### src/rtl/pc_seq_pkg.sv
// Shared definitions for the picoNISC control path.
// Holds the sequencing-op encoding so the control-word decoder and the
// program-counter sequencer agree on the meaning of every seqOp value.
package pc_seq_pkg;

    localparam int unsigned SEQ_OP_W = 3;

    // Sequencing field of the control word.
    typedef enum logic [SEQ_OP_W-1:0] {
        SEQ_NEXT = 3'd0,  // addr+1
        SEQ_JMP  = 3'd1,  // unconditional branch
        SEQ_JZ   = 3'd2,  // branch if zero flag set
        SEQ_JNZ  = 3'd3,  // branch if zero flag clear
        SEQ_CALL = 3'd4,  // push return address, branch
        SEQ_RET  = 3'd5,  // pop return address
        SEQ_LDC  = 3'd6,  // load loop counter from target
        SEQ_DJNZ = 3'd7   // decrement counter, branch while not finishing
    } seq_op_t;

endpackage : pc_seq_pkg

### src/rtl/pc_seq_ret_stack.sv
// ret_stack: Psize x Depth LIFO holding subroutine return addresses.
// Ports:
//   clk, rst_n      clock and asynchronous active-low reset
//   push, push_data write push_data on top (ignored when full)
//   pop             discard the top entry (ignored when empty)
//   top_data        current top entry (valid only when !empty)
//   full, empty     pointer == Depth / pointer == 0
module ret_stack #(
    parameter int unsigned Psize = 4,
    parameter int unsigned Depth = 2
) (
    input  logic             clk,
    input  logic             rst_n,
    input  logic             push,
    input  logic [Psize-1:0] push_data,
    input  logic             pop,
    output logic [Psize-1:0] top_data,
    output logic             full,
    output logic             empty
);

    localparam int unsigned PTR_W = $clog2(Depth + 1);
    localparam int unsigned IDX_W = (Depth > 1) ? $clog2(Depth) : 1;

    logic [PTR_W-1:0] ptr_q, ptr_d;
    logic [Psize-1:0] mem_q [Depth];
    logic [Psize-1:0] mem_d [Depth];

    logic [IDX_W-1:0] wr_idx;
    logic [IDX_W-1:0] top_idx;

    // Pointer counts occupied entries; write slot is ptr, top is ptr-1.
    always_comb begin
        full    = (ptr_q == PTR_W'(Depth));
        empty   = (ptr_q == '0);
        wr_idx  = IDX_W'(ptr_q);
        top_idx = IDX_W'(ptr_q - PTR_W'(1));
        top_data = mem_q[top_idx];
    end

    // Next-state: push and pop are mutually exclusive from the sequencer;
    // boundary guards keep the pointer in 0..Depth regardless.
    always_comb begin
        ptr_d = ptr_q;
        mem_d = mem_q;
        if (push && !full) begin
            mem_d[wr_idx] = push_data;
            ptr_d         = ptr_q + PTR_W'(1);
        end else if (pop && !empty) begin
            ptr_d = ptr_q - PTR_W'(1);
        end
    end

    // State registers.
    always_ff @(posedge clk or negedge rst_n) begin
        if (!rst_n) begin
            ptr_q <= '0;
            for (int i = 0; i < int'(Depth); i++) begin
                mem_q[i] <= '0;
            end
        end else begin
            ptr_q <= ptr_d;
            mem_q <= mem_d;
        end
    end

endmodule : ret_stack

### src/rtl/pc_seq.sv
// pc_seq: program-counter sequencer for the picoNISC control path.
// Drives the program-memory address and consumes the sequencing fields of
// the control word returned combinationally for that address, executing one
// control word per clock.
// Ports:
//   clk      system clock, rising-edge state updates
//   nReset   asynchronous active-low reset
//   stall    freezes all state when high
//   seqOp    sequencing op of the current control word (seq_op_t)
//   target   branch/call target or loop-count load value
//   zero     datapath zero flag for JZ/JNZ
//   addr     registered program address
//   loopCnt  loop counter (debug visibility)
//   fault    sticky return-stack overflow/underflow flag
module pc_seq
    import pc_seq_pkg::*;
#(
    parameter int unsigned Psize = 4,
    parameter int unsigned Depth = 2
) (
    input  logic                clk,
    input  logic                nReset,
    input  logic                stall,
    input  logic [SEQ_OP_W-1:0] seqOp,
    input  logic [Psize-1:0]    target,
    input  logic                zero,
    output logic [Psize-1:0]    addr,
    output logic [Psize-1:0]    loopCnt,
    output logic                fault
);

    typedef enum logic {
        ST_RUN   = 1'b0,
        ST_FAULT = 1'b1
    } state_t;

    state_t           state_q, state_d;
    logic [Psize-1:0] addr_q, addr_d;
    logic [Psize-1:0] cnt_q, cnt_d;
    logic             fault_q, fault_d;

    logic             stk_push;
    logic             stk_pop;
    logic [Psize-1:0] stk_top;
    logic             stk_full;
    logic             stk_empty;

    logic [Psize-1:0] addr_inc;
    seq_op_t          op;

    assign addr_inc = addr_q + Psize'(1);
    assign op       = seq_op_t'(seqOp);

    // Return-address LIFO.
    ret_stack #(
        .Psize (Psize),
        .Depth (Depth)
    ) u_ret_stack (
        .clk       (clk),
        .rst_n     (nReset),
        .push      (stk_push),
        .push_data (addr_inc),
        .pop       (stk_pop),
        .top_data  (stk_top),
        .full      (stk_full),
        .empty     (stk_empty)
    );

    // Next-state, next-address mux and stack control.
    always_comb begin
        state_d  = state_q;
        addr_d   = addr_q;
        cnt_d    = cnt_q;
        stk_push = 1'b0;
        stk_pop  = 1'b0;

        if (state_q == ST_RUN && !stall) begin
            unique case (op)
                SEQ_NEXT: addr_d = addr_inc;
                SEQ_JMP:  addr_d = target;
                SEQ_JZ:   addr_d = zero ? target : addr_inc;
                SEQ_JNZ:  addr_d = zero ? addr_inc : target;
                SEQ_CALL: begin
                    // Overflow: addr stays on the faulting CALL.
                    if (stk_full) begin
                        state_d = ST_FAULT;
                    end else begin
                        stk_push = 1'b1;
                        addr_d   = target;
                    end
                end
                SEQ_RET: begin
                    // Underflow: addr stays on the faulting RET.
                    if (stk_empty) begin
                        state_d = ST_FAULT;
                    end else begin
                        stk_pop = 1'b1;
                        addr_d  = stk_top;
                    end
                end
                SEQ_LDC: begin
                    cnt_d  = target;
                    addr_d = addr_inc;
                end
                SEQ_DJNZ: begin
                    // Falls through only when this pass takes the count to 0;
                    // a count of 0 wraps to all-ones and keeps looping.
                    cnt_d  = cnt_q - Psize'(1);
                    addr_d = (cnt_q != Psize'(1)) ? target : addr_inc;
                end
                default: addr_d = addr_inc;
            endcase
        end

        fault_d = (state_d == ST_FAULT);
    end

    // State registers.
    always_ff @(posedge clk or negedge nReset) begin
        if (!nReset) begin
            state_q <= ST_RUN;
            addr_q  <= '0;
            cnt_q   <= '0;
            fault_q <= 1'b0;
        end else begin
            state_q <= state_d;
            addr_q  <= addr_d;
            cnt_q   <= cnt_d;
            fault_q <= fault_d;
        end
    end

    assign addr    = addr_q;
    assign loopCnt = cnt_q;
    assign fault   = fault_q;

endmodule : pc_seq

### config.mk
export PLATFORM = sky130hd
export DESIGN_NAME = pc_seq
export DESIGN_NICKNAME = d
export VERILOG_FILES = /design/src/rtl/pc_seq_pkg.sv /design/src/rtl/pc_seq_ret_stack.sv /design/src/rtl/pc_seq.sv
export SDC_FILE = /design/constraint.sdc
export NUM_CORES = 1
export LEC_CHECK = 0
export ABC_AREA = 1
export CAP_MARGIN = 20
export CORE_MARGIN = 2
export CORE_UTILIZATION = 43
export CTS_CLUSTER_DIAMETER = 50
export DETAILED_ROUTE_END_ITERATION = 7
export PLACE_DENSITY = 0.63
export SYNTH_ARGS = -nofsm -noshare
export SYNTH_HDL_FRONTEND = slang
export SYNTH_SLANG_ARGS = --single-unit
### constraint.sdc
create_clock -name clk -period 1.7 [get_ports clk]
set_clock_uncertainty 0.05 [all_clocks]
set_input_delay 0.425 -clock clk [delete_from_list [all_inputs] [get_ports clk]]
set_output_delay 0.425 -clock clk [all_outputs]
set_load 0.03 [all_outputs]
==> metrics.csv, run 1 <==
stage,metric,value,unit
run_status,status,finished clean,
min_path,hold_class,in2async,
timing,tns,0,ns
pwr,p_clk_share,25.8,%
die,ios,20,
die,die_w,59.07,microns
clock_network,cts_made_buffers,3,
global_route,grt_overflow,0,
clock_network,ctsHoldBuffers,0,
timing,max_freq,601.7,MHz
cells_and_area,synthToLayoutAreaGrowth,31.67,%
timing,slew_headroom,77.93,%
die,core_area,2829,sq um
die,dieArea,3489,sq um
worst_setup_path,path_buf_inv,1,
job,cap_violations,0,
die,die_h,59.07,microns
synthesis,synth.distinct_cells,23,
clock_network,cts.sinks,19,
route,detail-route-antenna-nets,0,
pwr,p_int,0.6514,mW
cells_and_area,nNetsFinal,245,
clock_network,clk_latency,0.32,ns
cells_and_area,fill_cells,274,
die,row_count,19,
worst_setup_path,crit_fanout,5,
global_route,grt_util_all_layers,19.92,%
route,vias,1318,
pwr,p_switching,0.3045,mW
global_route,grt_pass1_wl,5.257,mm
route,vias_per_cell,5.089,
worst_setup_path,crit_type,reg2out,
timing,slew_violations,0,
worst_setup_path,endpoint_kind,output pin,
synthesis,dominantRegCellSynth,dfrtp_1,
synthesis,synth_seq_cells,19,
route,drc,0,
pwr,swShare,31.86,%
synthesis,syn_avg_cell_area,6.972,sq um
synthesis,ys.warnings.count,0,
clock_network,cts_root_buf,clkbuf_4,
worst_setup_path,worstPathRequired,1.22,ns
worst_setup_path,crit_path_cell_trace,clkdlybuf4s15_1,
route,wl,3.123,mm
cells_and_area,fin_util,60.68,%
route,drt_iter0_drc,57,
synthesis,syn_inst,187,
clock_network,clockBufferDepth,2,
timing,fin_crit,1.662,ns
cells_and_area,multi_input_comb_area,742.0,sq um
route,wl_per_cell,12.06,microns
timing,setup_viol,0,
clock_network,cts_setup_buffers,0,
timing,finalHoldViolCount,0,
place,gp_congestion,0.8623,
clock_network,h-tree-depth,1,
synthesis,syn_area,1304,sq um
global_route,grt_max_degree,20,
synthesis,async_flop_share,100.0,%
pwr,total_power,0.9559,mW
pwr,ir_drop,0.0003052,V
place,dp_hpwl,2.442,mm
timing,worst_pin_slew,0.3298,ns
worst_setup_path,rrSetupSlack,0.19,ns
synthesis,syn_nets,203,
cells_and_area,antenna_cells,0,
clock_network,path_clk_slew,0.13,ns
place,port_buffers,19,
synthesis,synth-edff-count,0,
pwr,powerDensity,556.9,nW/um^2
worst_setup_path,slowest_stage,dfrtp_1,
global_route,grt_pass1_vias,1250,
pwr,seq_power_share,49.8,%
route,drt_pass1_iterations,5,
synthesis,ys_seq_area_share,36.47,%
worst_setup_path,arrival,1.19,ns
worst_setup_path,slowest_delay,0.48,ns
clock_network,tritoncts,yes,
pwr,p_comb_share,24.4,%
cells_and_area,drive_gt1_share,20.18,%
worst_setup_path,crit_family,flip-flops,
timing,finalCritPeriodShare,97.76,%
cells_and_area,regArea,475.5,sq um
worst_setup_path,start_kind,flip-flop,
die,start_util,46.09,%
pwr,leakage,0.8859,nW
global_route,antenna_found_initial,0,
[logic make-up (layout without fill, tap and decap cells)]
group	count (synthesis)	count (layout)	synth area share (%)
simple gates	103	103	36.28
buf+inv	29	70	8.350
compound gates	27	27	11.42
flops	19	19	36.47
fa+ha+maj	5	5	4.798
xor+xnor	4	4	2.688
[per-stage QoR]
stage          area [sq um]  setup WS, ns  hold WS (ns)  std cells
2_1_floorplan          1304        0.1105       0.07941        187
3_3_place_gp           1668       -0.2220        0.4226        255
3_5_place_dp           1668       -0.2842        0.4319        255
4_1_cts                1684       0.06508        0.3710        259
5_1_grt                1717      -0.01392        0.4054        259
6_report               1717       0.03812        0.3686        259
[routing by layer]
| layer | vias up | routed length [microns] | global-route usage (%) |
|---|---|---|---|
| met3 | 6 | 119 | 2.838 |
| met2 | 32 | 1449 | 33.17 |
| met4 | 0 | 45 | 9.416 |
| met5 | - | 0 | 0 |
| met1 | 598 | 1509 | 25.34 |
| li1 | 682 | - | - |
[sequential cells by signal (all words and copies together) (netlist names)]
name and count:
addr 4, loopCnt 4, u_ret_stack.mem_q 8, fault 1, u_ret_stack.ptr_q 2
[worst paths after layout]
kind,depth (start not counted),to,start
min reg2reg,2,fault,fault
max in group asynchronous,2,u_ret_stack.mem_q[7],nReset
min,2,u_ret_stack.ptr_q[1],nReset
max,1,addr[0],addr[0]
max reg2reg,9,addr[1],addr[0]
min in group clk,2,fault,fault
[layout by cell type, fill, tap and decap left out, types with 8 or more instances in the layout]
master and instances:
o21ai_0 9, nor2_1 13, clkdlybuf4s50_1 8, buf_4 18, nand3_1 16, dfrtp_1 19, inv_1 20, nand2_1 58
inv_2 8
[worst reg2reg max path, delay by kind of cell (launching register included)]
| kind | cells | cell delay [ns] |
|---|---|---|
| buffers and inverters | 1 | 0.09 |
| and+or+nand+nor | 7 | 0.51 |
| DFF | 1 | 0.47 |
| adders and majority gates | 1 | 0.29 |
[layout make-up]
cell class              count  share of cell area, %
inverters                  29                  6.487
well taps                  31                  2.259
flip-flops and latches     19                  27.70
repair buffers             37                  18.73
clock buffers               3                  1.312
clock inverters             1                 0.2915
multi-input cells         139                  43.22
[cells in the mapped netlist, types with 2 or more instances]
master / n / area [sq um]
nor2_2: 3 / 18.77
inv_1: 21 / 78.83
inv_2: 8 / 30.03
nand3_1: 16 / 80.08
nand2_2: 3 / 18.77
nand2_1: 58 / 217.7
nand4_1: 2 / 12.51
xor2_1: 2 / 17.52
o31ai_1: 2 / 15.01
nor2_1: 13 / 48.80
dfrtp_1: 19 / 475.5
nand3_2: 3 / 30.03
o21ai_1: 7 / 35.03
o21ai_0: 9 / 45.04
a21oi_1: 5 / 25.02
ha_1: 5 / 62.56
nor2_4: 3 / 33.78
o211ai_1: 2 / 15.01
xnor2_1: 2 / 17.52
[timing repair]
action	4_1_cts	5_1_grt
pin swaps	0	0
setup endpoints to repair	9	9
resized for setup	9	9
[power by group through the flow]
stage	sequential, mW	combinational, mW	clock [mW]
after floorplan	0.506	0.0921	0
after global placement	0.482	0.230	0
after detailed placement	0.483	0.232	0
after CTS	0.474	0.226	0.254
after global routing	0.478	0.255	0.268
final	0.476	0.233	0.247
No activity file was read; power rests on OpenSTA's default activity.
==> run 2, diff against run 1 <==
MAX_ROUTING_LAYER = met4   (was not set)
SLEW_MARGIN = 20   (was not set)
==> run 2 against run 1 <==
Compared with the run above: fmax barely moved; combinational power is essentially flat; clock power about the same; final area unchanged; die area unchanged; utilization did not move.
==> metrics.csv, run 2 (synthesis results as in run 1) <==
stage,metric,value,unit
worst_setup_path,crit_type,reg2out,
die,start_util,46.09,%
cells_and_area,top_register,u_ret_stack.mem_q,
worst_setup_path,slowest_stage,dfrtp_1,
route,wl_per_cell,11.97,microns
die,dieArea,3489,sq um
global_route,grt_util_all_layers,20.51,%
global_route,antenna_found_initial,0,
cells_and_area,regArea,475.5,sq um
cells_and_area,largest_register_ffs,8,
route,vias,1328,
timing,slew_headroom,76.25,%
clock_network,clockBufferDepth,2,
timing,setup_slack,0.03831,ns
timing,finalHoldViolCount,0,
place,dp_hpwl,2.442,mm
pwr,total_power,0.9543,mW
worst_setup_path,arrival,1.19,ns
cells_and_area,final_common_cell,nand2_1,
job,cap_violations,0,
global_route,use_met1,25.34,%
timing,worst_pin_slew,0.3549,ns
cells_and_area,fill_cells,274,
route,wl,3.101,mm
worst_setup_path,endpoint_kind,output pin,
die,die_h,59.07,microns
clock_network,post_cts_resize_count,9,
global_route,grt_overflow,0,
clock_network,clk_latency,0.32,ns
pwr,swShare,31.74,%
global_route,grt_pass1_vias,1251,
route,drt_pass1_iterations,5,
worst_setup_path,r2r-end,addr[1],
run_status,status,finished clean,
global_route,grt_max_degree,20,
clock_network,tritoncts,yes,
pwr,p_clk_share,25.8,%
timing,fin_crit,1.662,ns
place,post-place-cells,255,
cells_and_area,layout_common_cells,"nand2_1 (58), inv_1 (20), dfrtp_1 (19)",
route,vias_per_cell,5.127,
min_path,hold_class,in2async,
clock_network,cts_made_buffers,3,
cells_and_area,antenna_cells,0,
worst_setup_path,worstPathRequired,1.22,ns
clock_network,cts_setup_buffers,0,
worst_setup_path,r2r_cells,9,
timing,setup_viol,0,
pwr,p_comb_share,24.4,%
timing,finalCritPeriodShare,97.75,%
global_route,top_usage_layer,met2,
clock_network,cts_root_buf,clkbuf_4,
worst_setup_path,r2r-start,addr[0],
die,row_count,19,
pwr,p_switching,0.3029,mW
pwr,powerDensity,555.9,nW/um^2
pwr,leakage,0.8859,nW
cells_and_area,nNetsFinal,245,
clock_network,cts.sinks,19,
die,core_area,2829,sq um
cells_and_area,final_cells,259,
cells_and_area,multi_input_comb_area,742.0,sq um
timing,slew_violations,0,
cells_and_area,synthToLayoutAreaGrowth,31.67,%
route,detail-route-antenna-nets,0,
place,pre_cts_ws,-0.2842,ns
worst_setup_path,crit_family,flip-flops,
die,ios,20,
place,gp_congestion,0.8762,
worst_setup_path,slowest_delay,0.48,ns
global_route,grt_pass1_wl,5.257,mm
pwr,ir_drop,0.0003049,V
route,drc,0,
clock_network,h-tree-depth,1,
worst_setup_path,start_kind,flip-flop,
worst_setup_path,rrSetupSlack,0.20,ns
pwr,p_int,0.6514,mW
global_route,grt_use_met2,33.17,%
pwr,seq_power_share,49.9,%
route,drt_iter0_drc,58,
clock_network,path_clk_slew,0.13,ns
die,die_w,59.07,microns
cells_and_area,drive_gt1_share,20.18,%
worst_setup_path,crit_fanout,5,
place,port_buffers,19,
worst_setup_path,path_buf_inv,1,
global_route,grtUsageMet3,2.838,%
clock_network,ctsHoldBuffers,0,
timing,max_freq,601.8,MHz
worst_setup_path,crit_path_cell_trace,clkdlybuf4s15_1,
## run 2: cell counts in the layout (fill, tap and decap cells not counted)
No cell type changed its count.
## run 2: per-stage QoR
step | area, sq um | TNS [ns] | util (%) | hold slack, ns
finish | 1717 | 0 | 60.68 | 0.3685
global route | 1717 | -0.01391 | 60.68 | 0.4054
CTS | 1684 | 0 | 59.53 | 0.3710
detailed placement | 1668 | -3.874 | 58.96 | 0.4319
global placement | 1668 | -2.825 | 58.96 | 0.4226
floorplan | 1304 | 0 | - | 0.07941
## run 2: worst max path at each step
stage                        start                   end  cells past startpoint
after global routing       addr[0]               addr[0]                      1
after detailed placement  seqOp[2]  u_ret_stack.ptr_q[0]                      5
after global placement    seqOp[2]  u_ret_stack.ptr_q[0]                      5
after floorplan            addr[0]               addr[1]                      9
after CTS                  addr[0]               addr[1]                      9
final                      addr[0]               addr[0]                      1
## run 2: layer usage
layer  up-vias  part of all wire (%)
li1        687                     -
met1       601                    48
met2        33                    46
met3         7                   3.6
met4         0                   2.0
met5         -                     0
## run 2: layout make-up
| class | count | share of cell area (%) |
|---|---|---|
| inverters | 29 | 6.487 |
| repair buffers | 37 | 18.73 |
| multi-input cells | 139 | 43.22 |
| well taps | 31 | 2.259 |
| clock buffers | 3 | 1.312 |
| clock inverters | 1 | 0.2915 |
| flip-flops and latches | 19 | 27.70 |
## run 2: power by group through the flow
| stage | combinational (mW) | sequential [mW] | clock, mW |
|---|---|---|---|
| floorplan | 0.0921 | 0.506 | 0 |
| global placement | 0.230 | 0.482 | 0 |
| detailed placement | 0.232 | 0.483 | 0 |
| CTS | 0.226 | 0.474 | 0.254 |
| global route | 0.255 | 0.478 | 0.268 |
| finish | 0.232 | 0.476 | 0.246 |
==> run 3, diff against run 2 <==
CORE_UTILIZATION = 53   (was 43)
PLACE_DENSITY = 0.76   (was 0.63)
==> run 3 against run 2 <==
Compared with the run above: count of clock-buffer cells in the layout did not move; final area fell by 0.95%; register-to-register slack got worse by 0.09 ns; clock power down 2%; first-iteration DRC count down 19%; sequential cell count unchanged; sequential share of layout area up 0.27 points; sequential power is essentially flat; routed wire length is 7.5% higher; hold slack improved by 0.022 ns; global-route usage rose by 6.3 points.
==> metrics.csv, run 3 (synthesis results as in run 1) <==
stage,metric,value,unit
worst_setup_path,slowest_stage,dfrtp_1,
run_status,status,finished clean,
place,dp_hpwl,2.610,mm
route,drt_pass1_iterations,4,
worst_setup_path,r2r_cells,9,
route,drt_iter0_drc,47,
cells_and_area,synthToLayoutAreaGrowth,30.42,%
clock_network,cts_made_buffers,3,
route,detail-route-antenna-nets,0,
clock_network,ctsHoldBuffers,0,
clock_network,cts.sinks,19,
cells_and_area,regArea,475.5,sq um
die,start_util,57.28,%
cells_and_area,final_cells,256,
worst_setup_path,arrival,1.17,ns
worst_setup_path,path_buf_inv,1,
global_route,grt_util_all_layers,26.78,%
worst_setup_path,crit_type,reg2out,
clock_network,tritoncts,yes,
global_route,grt_pass1_vias,1334,
cells_and_area,top_register,u_ret_stack.mem_q,
clock_network,cts_root_buf,clkbuf_4,
cells_and_area,design_area,1700,sq um
worst_setup_path,crit_path_cell_trace,dlygate4sd2_1,
timing,slew_violations,0,
global_route,grt_max_degree,20,
place,placed_area,1657,sq um
cells_and_area,nNetsFinal,245,
timing,setup_viol,0,
timing,max_freq,608.9,MHz
place,port_buffers,19,
global_route,grt_pass1_wl,5.430,mm
die,ios,20,
worst_setup_path,slowest_delay,0.44,ns
timing,rsz0062_at_grt,no,
worst_setup_path,worstPathRequired,1.22,ns
die,die_w,53.60,microns
timing,fin_crit,1.642,ns
worst_setup_path,endpoint_kind,output pin,
timing,finalCritPeriodShare,96.60,%
die,die_h,53.60,microns
place,gp_congestion,0.8676,
worst_setup_path,crit_family,flip-flops,
die,dieArea,2872,sq um
clock_network,clk_latency,0.30,ns
timing,worst_pin_slew,0.3044,ns
die,row_count,17,
clock_network,clockBufferDepth,2,
die,core_area,2276,sq um
global_route,antenna_found_initial,0,
cells_and_area,largest_register_ffs,8,
timing,finalHoldViolCount,0,
route,vias,1370,
timing,slew_headroom,79.63,%
pwr,powerDensity,560.2,nW/um^2
clock_network,path_clk_slew,0.12,ns
cells_and_area,final_common_cell,nand2_1,
min_path,hold_class,in2async,
cells_and_area,drive_gt1_share,19.74,%
route,wl,3.335,mm
cells_and_area,fill_cells,183,
cells_and_area,fin_util,74.71,%
worst_setup_path,crit_fanout,5,
cells_and_area,multi_input_comb_area,732.0,sq um
place,post-place-cells,251,
global_route,grt_overflow,0,
worst_setup_path,start_kind,flip-flop,
cells_and_area,antenna_cells,0,
pwr,ir_drop,0.0004337,V
worst_setup_path,rrSetupSlack,0.11,ns
pwr,leakage,0.8923,nW
job,cap_violations,0,
worst_setup_path,r2r-end,addr[1],
worst_setup_path,r2r-start,addr[0],
route,wl_per_cell,13.03,microns
route,drc,0,
clock_network,h-tree-depth,1,
route,vias_per_cell,5.352,
cells_and_area,layout_common_cells,"nand2_1 (58), inv_1 (20), dfrtp_1 (19)",
[run 3: worst max path at each step]
| stage | startpoint | endpoint | slack, ns | cells after the start |
|---|---|---|---|---|
| after floorplan | addr[0] | addr[1] | 0.11 | 9 |
| after global placement | seqOp[2] | u_ret_stack.ptr_q[0] | -0.23 | 5 |
| after detailed placement | seqOp[2] | addr[0] | -0.25 | 9 |
| after CTS | addr[0] | addr[0] | 0.05 | 1 |
| after global routing | addr[1] | addr[1] | 0.02 | 9 |
| final | addr[1] | addr[1] | 0.06 | 1 |
[run 3: power by group]
| part | total (mW) | internal, mW | switching [mW] |
|---|---|---|---|
| Sequential | 0.475 | 0.464 | 0.0110 |
| Combinational | 0.236 | 0.0972 | 0.139 |
| Clock | 0.241 | 0.0878 | 0.154 |
| Total | 0.953 | 0.649 | 0.304 |
[run 3: stage by stage]
| stage | setup WS (ns) | power [mW] | hold WS (ns) | setup TNS, ns |
|---|---|---|---|---|
| floorplan | 0.1105 | 0.5986 | 0.07941 | 0 |
| global placement | -0.2331 | 0.7100 | 0.4208 | -2.634 |
| detailed placement | -0.2514 | 0.7159 | 0.4326 | -3.624 |
| CTS | 0.04725 | 0.9410 | 0.4078 | 0 |
| global route | 0.01620 | 0.9992 | 0.4234 | 0 |
| finish | 0.05774 | 0.9525 | 0.3908 | 0 |
[run 3: worst reg2reg max path, delay by kind of cell (launching register included)]
kind	cells	cell delay (ns)
simple gates	7	0.54
flops	1	0.44
fa+ha+maj	1	0.37
buf+inv	1	0.11
[run 3: repair_timing]
action | CTS | global route
pin swaps | 0 | 1
gates resized for setup | 9 | 6
buffers inserted | 0 | 1
endpoints found under the setup margin | 9 | 8
[run 3: area by class of cell]
type / count / share of cell area, %
clock buffers: 3 / 1.325
multi-input cells: 139 / 43.05
clock inverters: 1 / 0.2943
repair buffers: 37 / 18.76
well taps: 28 / 2.060
flip-flops and latches: 19 / 27.96
inverters: 29 / 6.549
[run 3: layer usage]
layer / part of all wire [%] / vias to the layer above / track usage [%] / wire length, microns
met5: 0 / - / - / 0
met4: 1.7 / 0 / 9.402 / 58
met3: 3.6 / 8 / 3.333 / 119
met2: 49 / 46 / 46.50 / 1645
met1: 45 / 638 / 31.88 / 1511
li1: - / 678 / - / -
==> patch, RTL diff (flow settings as in run 2) <==
`Psize` is set to 4 in 2 places; all go to 2.
--- a/src/rtl/pc_seq_ret_stack.sv
+++ b/src/rtl/pc_seq_ret_stack.sv
@@ -6,7 +6,7 @@
 //   top_data        current top entry (valid only when !empty)
 //   full, empty     pointer == Depth / pointer == 0
 module ret_stack #(
-    parameter int unsigned Psize = 4,
+    parameter int unsigned Psize = 2,
     parameter int unsigned Depth = 2
 ) (
     input  logic             clk,
--- a/src/rtl/pc_seq.sv
+++ b/src/rtl/pc_seq.sv
@@ -15,7 +15,7 @@
 module pc_seq
     import pc_seq_pkg::*;
 #(
-    parameter int unsigned Psize = 4,
+    parameter int unsigned Psize = 2,
     parameter int unsigned Depth = 2
 ) (
     input  logic                clk,
Interface: changed (resized addr, loopCnt and target); port bits go from 20 to 14. No check against the original RTL was run, so the function may have changed too.
==> patch against run 2 <==
- non-clock buffer count fell by 17
- count of clock-buffer cells in the layout grew 1
- sequential cell count is 8 lower
- worst setup slack better by 0.093 ns
- worst hold slack better by 0.063 ns
- die area is 32% lower
- synthesized area fell by 34%
- cell area down 37%
- power down 37%
- routed wire length fell by 40%
- sequential share of layout area fell by 2.1 points
- critical path type is now in2reg
- largest power group unchanged
==> patch: results (changes against run 2) <==
* Vias in the first global route at 831 (-34%)
* Initial DRC count at 32 (-45%)
* Worst min path class: reg2reg
* First-pass GRT wire length at 3.42 mm (-35%)
* Critical Path AT at 1.67 ns (+0.48 ns)
* Max FFs per register at 4 (-4)
* IO buf count at 13 (-6)
* Outcome: complete, no violations
* Worst path max stage delay at 0.51 ns (+0.03 ns)
* Synth area leaders: dfrtp_1 (32%), nand2_1 (18%), nor2_1 (10%)
* Sw Ratio at 30.3% (-1.4 points)
* Unique masters post-synth at 24 (+4.3%)
* Largest net degree at the start of global routing at 12 (-40%)
* Seq/Total Area, Yosys at 32.2% (-4.3 points)
* Syn_nets at 144 (-29%)
* Worst slew pin tran at 0.491 ns (+0.136 ns)
* Post-Place Setup Slack at -0.211 ns (+0.0734 ns)
* Share of cells above drive strength 1 at 14.3% (-5.9 points)
* Crit-path slowest cell: clkdlybuf4s50_1
* Largest delay share family, worst path: buffers and inverters
* Filler cell count at 211 (-23%)
* Commonest cells post-synth: nand2_1 (42), nor2_1 (23), inv_1 (15)
* DRT Pass-1 Iters at 4 (-1)
* DP HPWL at 1.54 mm (-37%)
* Total GRT Usage at 18.5% (-2.0 points)
* Drt total wl at 1.86 mm (-40%)
* Lkg Pwr at 0.568 nW (-36%)
* Clk_lat worst skew at 0.27 ns (-0.05 ns)
* Worst Path Max Fanout at 6 (+1)
-- patch: path summary, 6_finish.rpt --
kind	startpoint	endpoint	slack (ns)	depth (start not counted)
min reg2reg	u_ret_stack.mem_q[3]	u_ret_stack.mem_q[3]	0.43	2
min	u_ret_stack.mem_q[3]	u_ret_stack.mem_q[3]	0.43	2
min in group asynchronous	nReset	u_ret_stack.mem_q[2]	0.44	1
max reg2reg	u_ret_stack.ptr_q[0]	u_ret_stack.ptr_q[0]	0.24	7
max in group asynchronous	nReset	fault	0.84	1
max	seqOp[0]	u_ret_stack.ptr_q[0]	0.13	6
-- patch: area by class of cell --
class                   instances  area (µm²)  area share [%]
well taps                      27        33.8            3.14
inverters                      18        67.6            6.27
repair buffers                 20         181            16.8
flip-flops and latches         11         275            25.6
multi-input cells             101         493            45.8
clock buffers                   4        26.3            2.44
-- patch: worst reg2reg max path, delay by kind of cell (launching register included) --
family,cells,cell delay [ns]
AOI/OAI and AO/OA,1,0.11
and+or+nand+nor,2,0.26
DFF,1,0.42
buffers and inverters,2,0.18
adders and majority gates,1,0.20
xor gates and xnor gates,1,0.15
-- patch: power groups by stage --
stage	Clock (mW)	Combinational (mW)	Sequential [mW]
3_5_place_dp	0	0.148	0.279
4_1_cts	0.187	0.145	0.274
3_3_place_gp	0	0.146	0.279
2_1_floorplan	0	0.0710	0.291
5_1_grt	0.204	0.163	0.275
6_report	0.180	0.143	0.274
-- patch: stage by stage --
| step | TNS [ns] | instances | total power [mW] | instance area, µm² |
|---|---|---|---|---|
| finish | 0 | 181 | 0.597 | 1080 |
| global route | 0 | 181 | 0.641 | 1080 |
| CTS | 0 | 181 | 0.605 | 1070 |
| detailed placement | -1.73 | 177 | 0.427 | 1050 |
| global placement | -1.43 | 177 | 0.426 | 1050 |
| floorplan | 0 | 132 | 0.362 | 855 |
-- patch: cell families (layout without fill, tap and decap cells) --
logic type	count (synthesis)	after routing	synth area share (%)
simple gates	81	81	40.4
xor+xnor	2	2	2.05
flops	11	11	32.2
fa+ha+maj	3	3	4.39
buf+inv	20	42	10.1
compound gates	15	15	10.8
-- patch: repair_timing --
action                                  4_1_cts  5_1_grt
gates resized for setup                       5        2
buffers inserted                              0        0
endpoints found under the setup margin        5        2
-- patch: routing by layer --
| layer | up-vias | GRT usage, % | wire [µm] | part of all wire (%) |
|---|---|---|---|---|
| li1 | 457 | - | - | - |
| met5 | - | - | 0 | 0 |
| met4 | 0 | 1.43 | 17 | 0.91 |
| met1 | 363 | 23.1 | 892 | 48 |
| met2 | 26 | 31.9 | 866 | 46 |
| met3 | 4 | 4.32 | 87 | 4.7 |
